==> config.mk <==
export PLATFORM = sky130hd
export DESIGN_NAME = sram_fifo_ctrl
export DESIGN_NICKNAME = d
export VERILOG_FILES = /design/src/rtl/sram_pkg.sv /design/src/rtl/sram_fifo_ctrl.sv
export SDC_FILE = /design/constraint.sdc
export NUM_CORES = 1
export LEC_CHECK = 0
export BUFFER_PORTS_ARGS = -buffer_cell sky130_fd_sc_hd__buf_2
export CORE_MARGIN = 4
export CORE_UTILIZATION = 57
export CTS_CLUSTER_SIZE = 12
export DETAILED_ROUTE_END_ITERATION = 10
export PLACE_DENSITY = 0.86
export SYNTH_ARGS = -nofsm -noshare
export SYNTH_HDL_FRONTEND = slang
export SYNTH_SLANG_ARGS = --single-unit
==> constraint.sdc <==
create_clock -name clk -period 4.3 [get_ports clk]
set_input_delay 0.86 -clock clk [delete_from_list [all_inputs] [get_ports clk]]
set_output_delay 0.86 -clock clk [all_outputs]
set_load 0.03 [all_outputs]
==> src/rtl/sram_pkg.sv <==
// Shared sizing and FSM encoding for the SRAM-backed FIFO controller.
package sram_pkg;
  localparam int DEPTH = 16;
  localparam int DW    = 4;
  localparam int AW    = 4;

  typedef enum logic [1:0] {IDLE = 2'd0, WR = 2'd1, RD = 2'd2} state_t;
endpackage

==> src/rtl/sram_fifo_ctrl.sv <==
// FIFO controller in front of an external single-port 16x4 SRAM.
// Each SRAM access takes one cycle and is always followed by an IDLE cycle.
// A round-robin bit arbitrates when a write and a read are offered together.
module sram_fifo_ctrl import sram_pkg::*; #(
  parameter int DEPTH = sram_pkg::DEPTH,
  parameter int DW    = sram_pkg::DW,
  parameter int AW    = sram_pkg::AW
) (
  input  logic          clk,
  input  logic          rst,
  input  logic          wr_valid,
  input  logic [DW-1:0] wr_data,
  output logic          wr_ready,
  input  logic          rd_req,
  output logic          rd_grant,
  output logic [DW-1:0] rd_data,
  output logic          rd_valid,
  output logic          full,
  output logic          empty,
  output logic [AW:0]   count,
  output logic [DW-1:0] sram_inp,
  output logic [AW-1:0] sram_addr,
  output logic          sram_cs,
  output logic          sram_we,
  input  logic [DW-1:0] sram_outp
);

  localparam logic [AW:0] FULL_CNT = (AW+1)'(DEPTH);
  localparam logic [AW:0] ONE_CNT  = (AW+1)'(1);

  state_t        state, state_nxt;
  logic [AW-1:0] wr_ptr, rd_ptr;
  logic          rr_wr;      // 1: write wins a tie next time
  logic          wr_elig, rd_elig, rd_win;

  // Read wins only if it is eligible and either no write competes or it is read's turn.
  assign wr_elig = wr_valid && !full;
  assign rd_elig = rd_req && !empty;
  assign rd_win  = rd_elig && (!wr_elig || !rr_wr);

  // State register.
  always_ff @(posedge clk or posedge rst) begin
    if (rst) state <= IDLE;
    else     state <= state_nxt;
  end

  // Next state and the two combinational handshake outputs.
  always_comb begin
    state_nxt = state;
    wr_ready  = 1'b0;
    rd_grant  = 1'b0;
    case (state)
      IDLE: begin
        rd_grant = rd_win;
        wr_ready = !full && !rd_win;
        if (wr_ready && wr_valid) state_nxt = WR;
        else if (rd_grant)        state_nxt = RD;
      end
      WR:      state_nxt = IDLE;
      RD:      state_nxt = IDLE;
      default: state_nxt = IDLE;
    endcase
  end

  // Registered SRAM port, pointers, occupancy and read-return path.
  always_ff @(posedge clk or posedge rst) begin
    if (rst) begin
      wr_ptr    <= '0;
      rd_ptr    <= '0;
      count     <= '0;
      full      <= 1'b0;
      empty     <= 1'b1;
      rd_valid  <= 1'b0;
      rd_data   <= '0;
      sram_cs   <= 1'b0;
      sram_we   <= 1'b0;
      sram_addr <= '0;
      sram_inp  <= '0;
      rr_wr     <= 1'b1;
    end else begin
      rd_valid <= 1'b0;
      case (state)
        IDLE: begin
          if (wr_ready && wr_valid) begin
            sram_cs   <= 1'b1;
            sram_we   <= 1'b1;
            sram_addr <= wr_ptr;
            sram_inp  <= wr_data;
            rr_wr     <= 1'b0;
          end else if (rd_grant) begin
            sram_cs   <= 1'b1;
            sram_we   <= 1'b0;
            sram_addr <= rd_ptr;
            rr_wr     <= 1'b1;
          end
        end
        WR: begin
          sram_cs <= 1'b0;
          sram_we <= 1'b0;
          wr_ptr  <= wr_ptr + 1'b1;
          count   <= count + 1'b1;
          full    <= (count + 1'b1) == FULL_CNT;
          empty   <= 1'b0;
        end
        RD: begin
          sram_cs  <= 1'b0;
          sram_we  <= 1'b0;
          rd_data  <= sram_outp;
          rd_valid <= 1'b1;
          rd_ptr   <= rd_ptr + 1'b1;
          count    <= count - 1'b1;
          full     <= 1'b0;
          empty    <= count == ONE_CNT;
        end
        default: begin
          sram_cs <= 1'b0;
          sram_we <= 1'b0;
        end
      endcase
    end
  end

endmodule

* Word-level counts from Yosys, hierarchy flattened
Cells that the tools add are included.
Storage, ports and cells: bits in registers 33, input bits 12, word-level logic and storage cells 58
Cells by class: add/subtract/negate cells 4, eq/ne operators 6, muxes and demuxes 18, reduce and logical (&&, ||, !) cells 17
Operators with widths (count):
- $mux 1 | 10
- $pmux 5 s2 | 1
- $add 4x1->4 const B | 2
- $mux 4 | 2
- $logic_and 1x1->1 | 6
- $mux 2 | 3
- $ne 3x3->1 const B | 2
- $add 5x1->5 const B | 1
- $eq 5x1->1 const B | 1
- $eq 5x5->1 const B | 1
- $logic_not 1->1 | 5
- $sub 5x1->5 const B | 1
- $pmux 1 s2 | 2
- $reduce_and 2->1 | 2
- $reduce_bool 2->1 | 2
- $eq 2x1->1 const B | 1
- $eq 2x2->1 const B | 1
- $logic_not 2->1 | 1
- $logic_or 1x1->1 | 1

* Longest topological paths before layout
Gate-level depths: netlist of the first run.
depth after elaboration 11, depth in mapped cells 6, depth with buffers taken out 5

* Least setup slack after synthesis of the first run
OpenSTA, ideal clock, no wires.
kind input to output, start point input port rd_req, end point output port wr_ready, arrival 1712 ps, required time 3440 ps, setup slack 1728 ps, cell stages on the path 3, buffers on the path 0, cells stage by stage nand2b_1 > a21oi_1 > nor3b_1
Between the ends: cells in the longest elaborated chain, start to end 5
Ends and longest elaborated chain:
- from (decl) | line sram_fifo_ctrl.sv:14 | input logic rd_req,
- $logic_and 1x1->1 | line sram_fifo_ctrl.sv:38 | assign rd_elig = rd_req && !empty;
- $logic_and 1x1->1 | line sram_fifo_ctrl.sv:39 | assign rd_win = rd_elig && (!wr_elig || !rr_wr);
- $logic_not 1->1 | line sram_fifo_ctrl.sv:55 | wr_ready = !full && !rd_win;
- $logic_and 1x1->1 | line sram_fifo_ctrl.sv:55
- $mux 1 | line sram_fifo_ctrl.sv:52 | case (state)
- to (decl) | line sram_fifo_ctrl.sv:13 | output logic wr_ready,
Every way passes these cells.

* Worst setup path after layout of the first run
start point register state[1], end point output port rd_grant
Between the ends: cells in the longest elaborated chain, start to end 2
Ends and longest elaborated chain:
- from (decl) | line sram_fifo_ctrl.sv:31 | state_t state, state_nxt;
- from (signal assigned) | line sram_fifo_ctrl.sv:44 | else state <= state_nxt;
- $logic_not 2->1 | line sram_fifo_ctrl.sv:52
- $mux 1 | line sram_fifo_ctrl.sv:52
- to (decl) | line sram_fifo_ctrl.sv:15 | output logic rd_grant,
Every way passes these cells.

==> reports/qor_table.md, run 1 <==
| Stage | Metric | This run |
|:---|:---|:---|
| synthesis | Synth Area in Compound Gates | 7.92% |
| drt | Iteration count of the initial detailed-routing pass | 4 |
| critical path | Critical-path maximum fanout | 11 |
| clock tree | Count of hold-fix buffers inserted at cts | 0 |
| power | Leakage component of the power | 0.879 nW |
| placed design | Setup Slack @ Placement | 1840 ps |
| power | Maximum resistive drop on vdd | 0.581 mV |
| clock tree | Number of clock buffers inserted by TritonCTS | 5 |
| cells and area | Area delta synth->final | 15.1% |
| synthesis | Count of different cell masters after synthesis | 38 |
| die | Top-level port count | 36 |
| grt | Met3 Track Usage GR | 6.29% |
| timing | Worst Max-Slew Pin Slew | 656 ps |
| grt | Global-route met2 utilization | 30.0% |
| cells and area | Leading cell type in the layout, fill and taps excluded | sky130_fd_sc_hd__buf_2 |
| clock tree | Skew-Pair Late Insertion Delay | 330 ps |
| grt | Largest net degree at the start of global routing | 34 |
| timing | Highest achievable clock rate | 362 MHz |
| synthesis | Count of state elements after synthesis | 33 |
| timing | Count of final max-slew check failures | 0 |
| power | Total power divided by cell area | 865 nW/µm² |
| placed design | Port buffer count | 35 |
| cells and area | Final Instance Count excl. Fillers | 206 |
| critical path | Startpoint of the most critical register-to-register path | state[0] |
| synthesis | Fraction of the yosys area taken by sequential cells | 50.4% |
| grt | First-pass GRT wire length | 5180 µm |
| placed design | Final weighted congestion of routability-driven global placement | 0.819 |
| cells and area | Commonest cells after routing, fill and taps aside | sky130_fd_sc_hd__buf_2 (35), sky130_fd_sc_hd__dfrtp_1 (31), sky130_fd_sc_hd__xnor2_1 (10) |
| drt | Vias per inst | 5.83 |
| synthesis | Fraction of registers with async set or reset after synthesis | 100% |
| cells and area | Post-layout net count | 195 |
| cells and area | Fraction of final layout cells with drive strength greater than 1 | 34.9% |
| grt | Vias in the first global route | 1101 |
| synthesis | Warning count from the yosys run | 0 |
| synthesis | Summed instance area of the synthesized netlist | 1640 µm² |
| timing | Final hold violation count | 0 |
| drt | Number of remaining DRC errors | 0 |
| drt | DR WL/cell | 16.0 µm |
| synthesis | Share of synthesized cell area in full adder, half adder and majority cells | 6.85% |
| critical path | Worst endpoint data arrival time | 1910 ps |
| synthesis | Dominant combinational cell family by area after synthesis | simple AND/OR/NAND/NOR gates |
| grt | Fraction of met1 tracks used by global routing | 24.7% |
| clock tree | Sink count of the clock tree | 33 |
| drt | Routed wire length | 3290 µm |
| timing | Unrepaired setup endpoints after global routing | no |
| clock tree | Post-CTS Repair Setup Buffers | 0 |
| die | Starting utilization of the core area | 59.6% |
| synthesis | Proportion of synthesized area in mux cells | 8.45% |
| cells and area | Antenna diode instance count | 0 |
| grt | Initial antenna violation count | 0 |
| drt | Initial DRC count | 78 |
| cells and area | Final Core Density | 68.6% |
| synthesis | Area leader, netlist | sky130_fd_sc_hd__dfrtp_1 |
| grt | Layer carrying the most global-route usage | met2 |
| run status | Run status | completed |
| grt | All-layer global routing usage | 19.3% |
| drt | Routed vias | 1201 |
| critical path | Crit. End Element | primary output |
| synthesis | Area share of and/or/nand/nor cells after synthesis | 15.8% |
| critical path | Reg2Reg Setup Slack | 2480 ps |
| timing | Layout Skew | 2.37 ps |
| synthesis | Post-synthesis share of cell area spent on xor and xnor gates | 7.46% |
| hold path | Cell count of the worst hold path | 1 |
| hold path | Path category of the worst min-delay check | flip-flop to flip-flop |
| clock tree | Cells resized by post-CTS repair | 0 |
| run | Number of max-cap violations | 0 |
| die | Row count | 19 |
| synthesis | Top_reg_cell synth | sky130_fd_sc_hd__dfrtp_1 |
| die | Die Footprint | 3810 µm² |
| critical path | Worst path required time | 3440 ps |
| die | Core region area | 2760 µm² |
| critical path | Kind of critical path | flip-flop to primary output |
| die | Floorplan die height | 61.7 µm |
| timing | Max_slew headroom | 56.3% |
| timing | Ratio of final minimum period to clock period | 64.3% |
| synthesis | Mean instance size in the synthesized netlist | 12.2 µm² |
| synthesis | Post-Syn Instances | 135 |
| critical path | Critical path startpoint category | flip-flop |
| placed design | Count of placed standard cells including taps | 198 |
| timing | Final worst slack | 1530 ps |
| clock tree | H-tree levels | 2 |
| placed design | Final HPWL from detailed placement | 2340 µm |
| synthesis | Synthesized netlist net count | 156 |
| timing | Final setup vio count | 0 |
| clock tree | Clock tree from TritonCTS | built |
| timing | Summed negative setup slack over all endpoints | 0 ps |
| grt | GRT overflow | 0 |
| timing | Min Clock Period, post-route | 2770 ps |
| synthesis | Synth top area share | 47.2% |
| hold path | Startpoint of the tightest hold check path | wr_ptr[3] |
| critical path | Logic depth of the worst register-to-register path | 4 |
| hold path | Worst min-delay path endpoint | wr_ptr[3] |
| synthesis | Leading post-synthesis cells by cell area | sky130_fd_sc_hd__dfrtp_1 (47%), sky130_fd_sc_hd__ha_1 (6.9%), sky130_fd_sc_hd__xnor2_1 (5.3%) |
| clock tree | Clock root buffer master | sky130_fd_sc_hd__clkbuf_4 |
| critical path | R2r endpoint | empty |
| clock tree | Clock Tree Buf Depth | 2 |
| clock tree | Reg clk slew, reported paths | 100 ps |
| die | Die boundary width | 61.7 µm |
| synthesis | Post-synth EDFFs | 0 |
| drt | Antenna violation net count after detailed routing | 0 |
cells in the mapped netlist, types with 2 or more instances:
library cell,n
sky130_fd_sc_hd__and4b_1,2
sky130_fd_sc_hd__xnor2_1,10
sky130_fd_sc_hd__nand3_1,2
sky130_fd_sc_hd__a31oi_1,4
sky130_fd_sc_hd__nand3b_1,2
sky130_fd_sc_hd__nand2_1,5
sky130_fd_sc_hd__buf_2,2
sky130_fd_sc_hd__mux2_4,4
sky130_fd_sc_hd__o21ai_0,8
sky130_fd_sc_hd__ha_1,9
sky130_fd_sc_hd__o32ai_1,2
sky130_fd_sc_hd__dfstp_2,2
sky130_fd_sc_hd__nand4_1,6
sky130_fd_sc_hd__xor2_1,4
sky130_fd_sc_hd__dfrtp_1,31
sky130_fd_sc_hd__a21boi_0,2
sky130_fd_sc_hd__nor2b_1,2
sky130_fd_sc_hd__nor3_1,4
sky130_fd_sc_hd__a21oi_1,2
sky130_fd_sc_hd__mux2_2,7
sky130_fd_sc_hd__inv_1,7
sky130_fd_sc_hd__nor2_1,2
area by class of cell:
class                   instances  area [µm²]
clock inverters                 2        10.0
repair buffers                 36         183
well taps                      31        38.8
flip-flops and latches         33         828
clock buffers                   6        41.3
inverters                       7        26.3
fillers                       208         867
multi-input cells              91         763
how the worst max path moves through the flow:
stage | end | startpoint
final | rd_grant | state[1]
after global routing | rd_grant | state[1]
after global placement | rd_grant | wr_valid
after CTS | rd_grant | state[1]
after detailed placement | rd_grant | wr_valid
after floorplan | wr_ready | rd_req
power by group:
| group | internal [mW] | switching (mW) |
|---|---|---|
| Clock | 0.0622 | 0.108 |
| Combinational | 0.341 | 0.504 |
| Sequential | 0.468 | 0.152 |
| Total | 0.871 | 0.764 |
per-layer routing:
metal,part of all wire [%],vias to the layer above
met5,0,-
met4,1.7,0
met3,5.5,7
met1,43,594
li1,-,561
met2,50,39
worst max-delay path, cell delays in order (launching register included):
cell and delay, ps:
sky130_fd_sc_hd__dfrtp_1 410, sky130_fd_sc_hd__inv_1 90, sky130_fd_sc_hd__ha_1 400, sky130_fd_sc_hd__nand3b_1 250, sky130_fd_sc_hd__nor2_1 190, sky130_fd_sc_hd__buf_2 220
flip-flops by register name, indices dropped and copies added (netlist names), 2 cells and up:
| signal | flops |
|---|---|
| rd_ptr | 4 |
| state | 2 |
| wr_ptr | 4 |
| sram_addr | 4 |
| sram_inp | 4 |
| rd_data | 4 |
| count | 5 |
cell families (layout without fill, tap and decap cells):
family	count (synthesis)	in the layout
mux	11	11
xor+xnor	14	14
fa+ha+maj	9	9
buf+inv	11	51
compound gates	21	21
simple gates	36	36
flops	33	33
stage by stage:
step / cell area [µm²] / power, mW / hold slack (ps)
2_1_floorplan: 1640 / 1.25 / 445
3_3_place_gp: 1840 / 1.43 / 467
3_5_place_dp: 1840 / 1.47 / 464
4_1_cts: 1890 / 1.64 / 485
5_1_grt: 1890 / 1.74 / 509
6_report: 1890 / 1.63 / 481
No activity file was read; power rests on OpenSTA's default activity.
==> inputs of run 2 (changes only) <==
Settings changed: CORE_UTILIZATION 57 to 53, PLACE_DENSITY 0.86 to 0.81.
Clock period 4.3 ns to 2.8 ns, I/O delays scaled along.
==> run 2 against run 1 <==
Sequential power is 53% higher; global-route usage is 1.1 points lower; sequential share of layout area is 0.17 points lower; die area is 6.6% higher; setup slack worse by 1100 ps; clock skew is 3.6 ps higher.
==> reports/qor_table.md, run 2 (synthesized netlist as in run 1, its figures left out) <==
| Stage | Metric | This run |
|:---|:---|:---|
| power | Sw power | 1.14 mW |
| timing | Worst hold margin | 305 ps |
| critical path | Delay of the slowest cell on the worst path | 410 ps |
| drt | DR WL/cell | 15.6 µm |
| die | Die Footprint | 4050 µm² |
| die | Starting utilization of the core area | 57.6% |
| clock tree | Clock Tree Buf Depth | 2 |
| critical path | Worst Path Buf+Inv | 2 |
| clock tree | Skew-Pair Late Insertion Delay | 320 ps |
| cells and area | Antenna diode instance count | 0 |
| grt | All-layer global routing usage | 18.2% |
| clock tree | Post-CTS Repair Setup Buffers | 0 |
| timing | Final hold violation count | 0 |
| clock tree | Clock tree from TritonCTS | built |
| critical path | Worst endpoint data arrival time | 1840 ps |
| critical path | Critical path startpoint category | flip-flop |
| die | Top-level port count | 36 |
| drt | Antenna violation net count after detailed routing | 0 |
| clock tree | Sink count of the clock tree | 33 |
| clock tree | Count of hold-fix buffers inserted at cts | 0 |
| power | Design Power | 2.51 mW |
| placed design | Final weighted congestion of routability-driven global placement | 0.942 |
| timing | Min Clock Period, post-route | 2400 ps |
| cells and area | Total area of sequential cells | 828 µm² |
| power | Clock network fraction of design power | 10.7% |
| placed design | Count of placed standard cells including taps | 198 |
| timing | Layout Skew | 6.02 ps |
| run | Number of max-cap violations | 0 |
| placed design | Final HPWL from detailed placement | 2450 µm |
| timing | Worst Max-Slew Pin Slew | 652 ps |
| critical path | Largest delay share family, worst path | flip-flops |
| timing | Unrepaired setup endpoints after global routing | no |
| power | Total power divided by cell area | 1320 nW/µm² |
| timing | Highest achievable clock rate | 417 MHz |
| cells and area | Commonest cells after routing, fill and taps aside | sky130_fd_sc_hd__buf_2 (35), sky130_fd_sc_hd__dfrtp_1 (31), sky130_fd_sc_hd__xnor2_1 (10) |
| cells and area | Multi-input gate area in the final layout | 763 µm² |
| die | Floorplan die height | 63.7 µm |
| power | Sequential power share | 37.8% |
| critical path | Critical-path maximum fanout | 11 |
| power | Leakage component of the power | 0.879 nW |
| critical path | Crit. End Element | primary output |
| clock tree | Clock root buffer master | sky130_fd_sc_hd__clkbuf_4 |
| placed design | Port buffer count | 35 |
| drt | Number of remaining DRC errors | 0 |
| run status | Run status | completed |
| cells and area | Number of flip-flops in the largest register | 5 |
| timing | Count of final max-slew check failures | 0 |
| cells and area | Final Instance Count excl. Fillers | 206 |
| grt | GRT overflow | 0 |
| timing | Summed negative setup slack over all endpoints | 0 ps |
| power | Gate power share | 51.5% |
| drt | Routed wire length | 3210 µm |
| timing | Final setup vio count | 0 |
| grt | Initial antenna violation count | 0 |
| clock tree | Cells resized by post-CTS repair | 0 |
| die | Row count | 19 |
| clock tree | Reg clk slew, reported paths | 90 ps |
| grt | First-pass GRT wire length | 5560 µm |
| cells and area | Post-layout net count | 195 |
| grt | Largest net degree at the start of global routing | 19 |
| drt | Routed vias | 1139 |
| cells and area | Largest Register | count |
| critical path | CP max-delay cell | sky130_fd_sc_hd__dfrtp_1 |
| cells and area | Fraction of final layout cells with drive strength greater than 1 | 34.3% |
| die | Die boundary width | 63.7 µm |
| clock tree | Number of clock buffers inserted by TritonCTS | 5 |
| power | Internal power | 1.37 mW |
| critical path | Worst path required time | 2240 ps |
| grt | Vias in the first global route | 1200 |
| clock tree | H-tree levels | 2 |
| critical path | Kind of critical path | flip-flop to primary output |
| drt | Initial DRC count | 36 |
| cells and area | Leading cell type in the layout, fill and taps excluded | sky130_fd_sc_hd__buf_2 |
| timing | Ratio of final minimum period to clock period | 85.7% |
| hold path | Path category of the worst min-delay check | primary input to asynchronous set/reset pin |
| power | Maximum resistive drop on vdd | 0.791 mV |
| timing | Max_slew headroom | 56.6% |
| die | Core region area | 2850 µm² |
| drt | Vias per inst | 5.53 |
| cells and area | Count of fill cells added during filler insertion | 220 |
| drt | Iteration count of the initial detailed-routing pass | 4 |
| critical path | Critical path cell sequence | inv_1 -> ha_1 -> nand3b_1 -> nor2_1 -> buf_2 |
| cells and area | Area delta synth->final | 15.5% |
| power | Sw frac | 45.6% |
-- run 2: per-layer routing --
layer  up-vias  GRT usage [%]  wire length (µm)
met2        24           29.5              1560
met1       551           21.6              1450
met4         0           8.09                64
met3         4           6.57               130
li1        560              -                 -
met5         -              0                 0
-- run 2: power groups by stage --
stage               Combinational [mW]  Clock (mW)  Sequential (mW)
floorplan                        0.725           0             1.20
finish                            1.29       0.268            0.949
global route                      1.40       0.314            0.987
detailed placement                1.30           0            0.957
CTS                               1.31       0.276            0.949
global placement                  1.26           0            0.939
-- run 2: path summary, 6_finish.rpt --
| path | from | to | slack (ps) | cells past startpoint |
|---|---|---|---|---|
| worst min-delay path | rst | rd_data[3] | 300 | 2 |
| worst max-delay path | state[0] | rd_grant | 400 | 5 |
| worst max register to register | state[0] | empty | 930 | 4 |
| worst min register to register | wr_ptr[3] | wr_ptr[3] | 490 | 1 |
| max in group asynchronous | rst | empty | 1760 | 3 |
| min in group clk | sram_outp[3] | rd_data[3] | 460 | 2 |
-- run 2: worst register-to-register path: stages (launching register included) --
cell                      delay [ps]
sky130_fd_sc_hd__dfrtp_1         410
sky130_fd_sc_hd__inv_1            90
sky130_fd_sc_hd__ha_1            580
sky130_fd_sc_hd__or3b_1          420
sky130_fd_sc_hd__o32ai_1         270
-- run 2: through the flow --
step | util, % | area [µm²] | worst slack [ps]
floorplan | - | 1640 | 649
global placement | 64.5 | 1840 | 842
detailed placement | 64.5 | 1840 | 770
CTS | 66.5 | 1900 | 391
global route | 66.5 | 1900 | 263
finish | 66.5 | 1900 | 401
-- run 2: layout make-up --
| type | count | area share (%) |
|---|---|---|
| inverter | 7 | 1.38 |
| clock buffer | 8 | 3.10 |
| timing repair buffer | 36 | 9.62 |
| sequential | 33 | 43.6 |
| tap | 31 | 2.04 |
| multi-input combinational | 91 | 40.2 |
